## src/rtl/gray_count_sequencer.sv

```systemverilog
// Gray up/down count sequencer.
// Two requesters issue "step N times up/down" commands over valid/ready.
// A round-robin arbiter grants one command at a time, and an FSM steps an
// internal binary counter whose Gray-coded value drives cg_o.
module gray_count_sequencer #(
    parameter int WIDTH = 4,
    parameter int CNT_W = 4
) (
    input  logic             clk_i,
    input  logic             rst_i,
    input  logic             a_vld_i,
    input  logic             a_dir_i,
    input  logic [CNT_W-1:0] a_cnt_i,
    output logic             a_rdy_o,
    input  logic             b_vld_i,
    input  logic             b_dir_i,
    input  logic [CNT_W-1:0] b_cnt_i,
    output logic             b_rdy_o,
    input  logic             en_i,
    output logic [WIDTH-1:0] cg_o,
    output logic             owner_o,
    output logic             busy_o,
    output logic             done_o
);

    typedef enum logic [1:0] {
        S_IDLE = 2'd0,
        S_RUN  = 2'd1,
        S_DONE = 2'd2
    } state_t;

    state_t             state_q, state_d;
    logic [WIDTH-1:0]   bin_q, bin_d;
    logic [CNT_W-1:0]   rem_q, rem_d;
    logic               dir_q, dir_d;
    logic               owner_q, owner_d;
    logic               last_q, last_d;

    logic               isIdle;
    logic               grantA;
    logic               grantB;
    logic               accept;
    logic               selDir;
    logic [CNT_W-1:0]   selCnt;

    // Round-robin arbitration: on a tie the requester that was not served last wins.
    always_comb begin
        isIdle  = (state_q == S_IDLE);
        grantA  = a_vld_i & (~b_vld_i | last_q);
        grantB  = b_vld_i & (~a_vld_i | ~last_q);
        a_rdy_o = isIdle & grantA;
        b_rdy_o = isIdle & grantB;
        accept  = a_rdy_o | b_rdy_o;
        selDir  = b_rdy_o ? b_dir_i : a_dir_i;
        selCnt  = b_rdy_o ? b_cnt_i : a_cnt_i;
    end

    // Next-state logic: latch a command in IDLE, step the counter in RUN, pulse in DONE.
    always_comb begin
        state_d = state_q;
        bin_d   = bin_q;
        rem_d   = rem_q;
        dir_d   = dir_q;
        owner_d = owner_q;
        last_d  = last_q;
        case (state_q)
            S_IDLE: begin
                if (accept) begin
                    dir_d   = selDir;
                    owner_d = b_rdy_o;
                    last_d  = b_rdy_o;
                    rem_d   = selCnt;
                    state_d = (selCnt == '0) ? S_DONE : S_RUN;
                end
            end
            S_RUN: begin
                if (en_i) begin
                    bin_d = dir_q ? (bin_q + WIDTH'(1)) : (bin_q - WIDTH'(1));
                    rem_d = rem_q - CNT_W'(1);
                    if (rem_q == CNT_W'(1)) begin
                        state_d = S_DONE;
                    end
                end
            end
            S_DONE: begin
                state_d = S_IDLE;
            end
            default: begin
                state_d = S_IDLE;
            end
        endcase
    end

    // State registers; reset drops any command in flight and favours A on the first tie.
    always_ff @(posedge clk_i) begin
        if (rst_i) begin
            state_q <= S_IDLE;
            bin_q   <= '0;
            rem_q   <= '0;
            dir_q   <= 1'b0;
            owner_q <= 1'b0;
            last_q  <= 1'b1;
        end else begin
            state_q <= state_d;
            bin_q   <= bin_d;
            rem_q   <= rem_d;
            dir_q   <= dir_d;
            owner_q <= owner_d;
            last_q  <= last_d;
        end
    end

    // Outputs decode directly from registered state so the Gray value has no extra latency.
    always_comb begin
        cg_o    = bin_q ^ (bin_q >> 1);
        owner_o = owner_q;
        busy_o  = (state_q != S_IDLE);
        done_o  = (state_q == S_DONE);
    end

endmodule

```

## config.mk

```make
export PLATFORM = sky130hd
export DESIGN_NAME = gray_count_sequencer
export DESIGN_NICKNAME = d
export VERILOG_FILES = /design/src/rtl/gray_count_sequencer.sv
export SDC_FILE = /design/constraint.sdc
export NUM_CORES = 1
export LEC_CHECK = 0
export BUFFER_PORTS_ARGS = -buffer_cell sky130_fd_sc_hd__buf_4
export CAP_MARGIN = 0
export CORE_ASPECT_RATIO = 0.7
export CORE_UTILIZATION = 34
export DETAILED_ROUTE_END_ITERATION = 16
export SLEW_MARGIN = 20
export SYNTH_ARGS = -nofsm -noshare
export SYNTH_HDL_FRONTEND = slang
export SYNTH_SLANG_ARGS = --single-unit
```

## constraint.sdc

```tcl
create_clock -name clk_i -period 3.02 [get_ports clk_i]
set_input_delay 0.302 -clock clk_i [delete_from_list [all_inputs] [get_ports clk_i]]
set_output_delay 0.302 -clock clk_i [all_outputs]
set_load 0.005 [all_outputs]
```

==> run summary <==
Vias: 853
grt total ovfl: 0
Clock Sinks: 13
Comb power frac: 34.4%
root buf cell: clkbuf_8
Clk pin slew, worst setup/hold paths: 0.06 ns
syn_area_per_cell: 8.10 um^2
layout net count: 153
Vert. Die Dim: 44.8 um
EDFF count, synth: 0
worst rel slew slack: 46.0%
Area growth syn-to-layout: 25.8%
Placer Congestion: 0.883
fill count: 269
Clock Power Share: 27.4%
total power: 0.000581 W
sw power: 0.000190 W
skew final: 0.00276 ns
min cycle time layout: 2.15 ns
slew at the pin closest to its max-slew limit: 0.805 ns
Initial DRC Count: 12
Synth top area share: 29.2%
yosys warns: 0
Total GRT Usage: 16.3%
RSZ-0062 raised after global routing: no
Reg power frac: 38.2%
global-route wire length before repair: 3.49 mm
hold_buf cts: 0
crit path capture type: output pin
maximum vdd drop: 0.000211 V
setup_tns: 0 ns
Rows: 15
post-route clock period utilization: 71.3%
post-synth cell types: 35
# setup viols final: 0
critical path class: reg2out
antenna viol nets, final: 0
final wirelength: 2.08 mm
LEAKAGE: 0.508 nW
largest net degree at the start of global routing: 16
commonest cells after routing, fill and taps aside: buf_4, dfxtp_1, nor2_1, nand2_1, a21oi_1
Ports: 24
Port Buffers: 23
final hold slack: 0.331 ns
Seq/Total Area, Yosys: 29.2%
Fmax: 465 MHz
Resize count post-CTS: 0
Routed wire per std cell: 12.5 um
Post-route DRC: 0
Die Wd: 63.2 um
Setup crit start kind: flip-flop
most common cell after layout, fill and taps aside: buf_4
die area: 2830 um^2
largest area contributor in the netlist: dfxtp_1
CTS tree: done
ys flop type: dfxtp_1
H-tree lvl count: 1
dpl hpwl: 1.59 mm
clock latency on the worst-skew pair: 0.25 ns
Hold Path Class: in2reg
vias in the first global route: 766
switching share of power: 32.7%
final hold violation count: 0
Pre-antenna DRT Iters: 4
ratio of cells with drive above 1 in the final layout: 25.8%
Longest Clk Path Bufs: 2
P per Cell Area: 519 nW/um^2
initial antenna violation count: 0
Mapped Area: 891 um^2
top cells by area, synth: dfxtp_1, ha_1, a21oi_1, xor2_1, nor2_1
max-slew violations: 0
Post-synth ARST share: 0%
Core Area: 2480 um^2
total of max-cap violations: 0
syn nets: 130
Initial Utilization: 36.0%
Vias/cell: 5.14
#FFs+latches synth: 13
crit path DAT: 1.85 ns
worst endpoint required time: 2.72 ns
diode count: 0
Synth Instances: 110
Pint: 0.000391 W
Post-CTS Setup Inserts: 0
status: finished clean
Num CTS Buffers: 3
CP Max Fanout: 9
[cells in the mapped netlist, types with 2 or more instances]
| library cell | count |
|---|---|
| buf_4 | 2 |
| mux2i_1 | 2 |
| a21o_1 | 2 |
| clkbuf_1 | 3 |
| nor2_1 | 11 |
| nand3_1 | 8 |
| nor3_1 | 4 |
| xor2_1 | 5 |
| a211o_1 | 3 |
| o21ai_0 | 5 |
| nor2b_1 | 3 |
| ha_1 | 4 |
| a31oi_1 | 2 |
| a21oi_1 | 9 |
| dfxtp_1 | 13 |
| nand2_1 | 9 |
| inv_1 | 6 |
| nor4_1 | 2 |
[stage by stage]
stage | setup slack [ns] | instances | utilization [%] | cell area, um^2
2_1_floorplan | 1.37 | 110 | - | 891
3_3_place_gp | 1.18 | 162 | 43.4 | 1080
3_5_place_dp | 1.15 | 162 | 43.4 | 1080
4_1_cts | 0.900 | 166 | 45.3 | 1120
5_1_grt | 0.706 | 166 | 45.3 | 1120
6_report | 0.868 | 166 | 45.3 | 1120
[worst max-delay path: stages (launching register included)]
cell and delay, ns:
dfxtp_1 0.39, a211oi_1 0.71, nand2_1 0.29, inv_1 0.11, buf_4 0.11
[power groups by stage]
stage	sequential (W)	combinational [W]	clock, W
detailed placement	0.000225	0.000199	0
floorplan	0.000215	0.000141	0
global placement	0.000223	0.000197	0
global route	0.000227	0.000224	0.000175
CTS	0.000221	0.000200	0.000164
finish	0.000222	0.000200	0.000159
[routing by layer]
layer  part of all wire (%)  GRT usage [%]  vias up
met4                    1.0           4.09        0
met2                     40           23.7       23
met5                      0              0        -
li1                       -              -      438
met1                     55           23.2      388
met3                    4.5           5.30        4
[kinds of logic (layout without fill, tap and decap cells)]
logic type | Yosys count | after routing | share of synthesized area, %
muxes | 3 | 3 | 3.51
AOI/OAI and AO/OA | 28 | 28 | 21.5
buffers and inverters | 12 | 34 | 6.74
DFF | 13 | 13 | 29.2
and+or+nand+nor | 44 | 44 | 26.3
xor gates and xnor gates | 5 | 5 | 4.92
adders and majority gates | 5 | 5 | 7.87
[path summary, 6_finish.rpt]
check / from / depth (start not counted) / slack [ns] / to
min: a_dir_i / 3 / 0.33 / dir_q$_SDFFE_PP0P_
max: state_q[0]$_SDFFE_PP0P_ / 4 / 0.87 / b_rdy_o
max reg2reg: state_q[0]$_SDFFE_PP0P_ / 4 / 1.16 / rem_q[0]$_SDFFE_PP0P_
min reg2reg: owner_o$_SDFFE_PP0P_ / 2 / 0.49 / owner_o$_SDFFE_PP0P_
[registers in the layout, summed over array words and instances, names as in the netlist]
signal and cells:
owner_o 1, last_q 1, state_q 2, bin_q 4
rem_q 4, dir_q 1
[layout make-up]
type / count / area, um^2 / area share [%]
timing repair buffer: 24 / 180 / 16.1
tap: 34 / 42.5 / 3.79
sequential: 13 / 260 / 23.2
multi-input combinational: 85 / 571 / 50.9
clock buffer: 4 / 45.0 / 4.02
inverter: 6 / 22.5 / 2.01
Note: power is estimated with default switching activity, not from simulation.
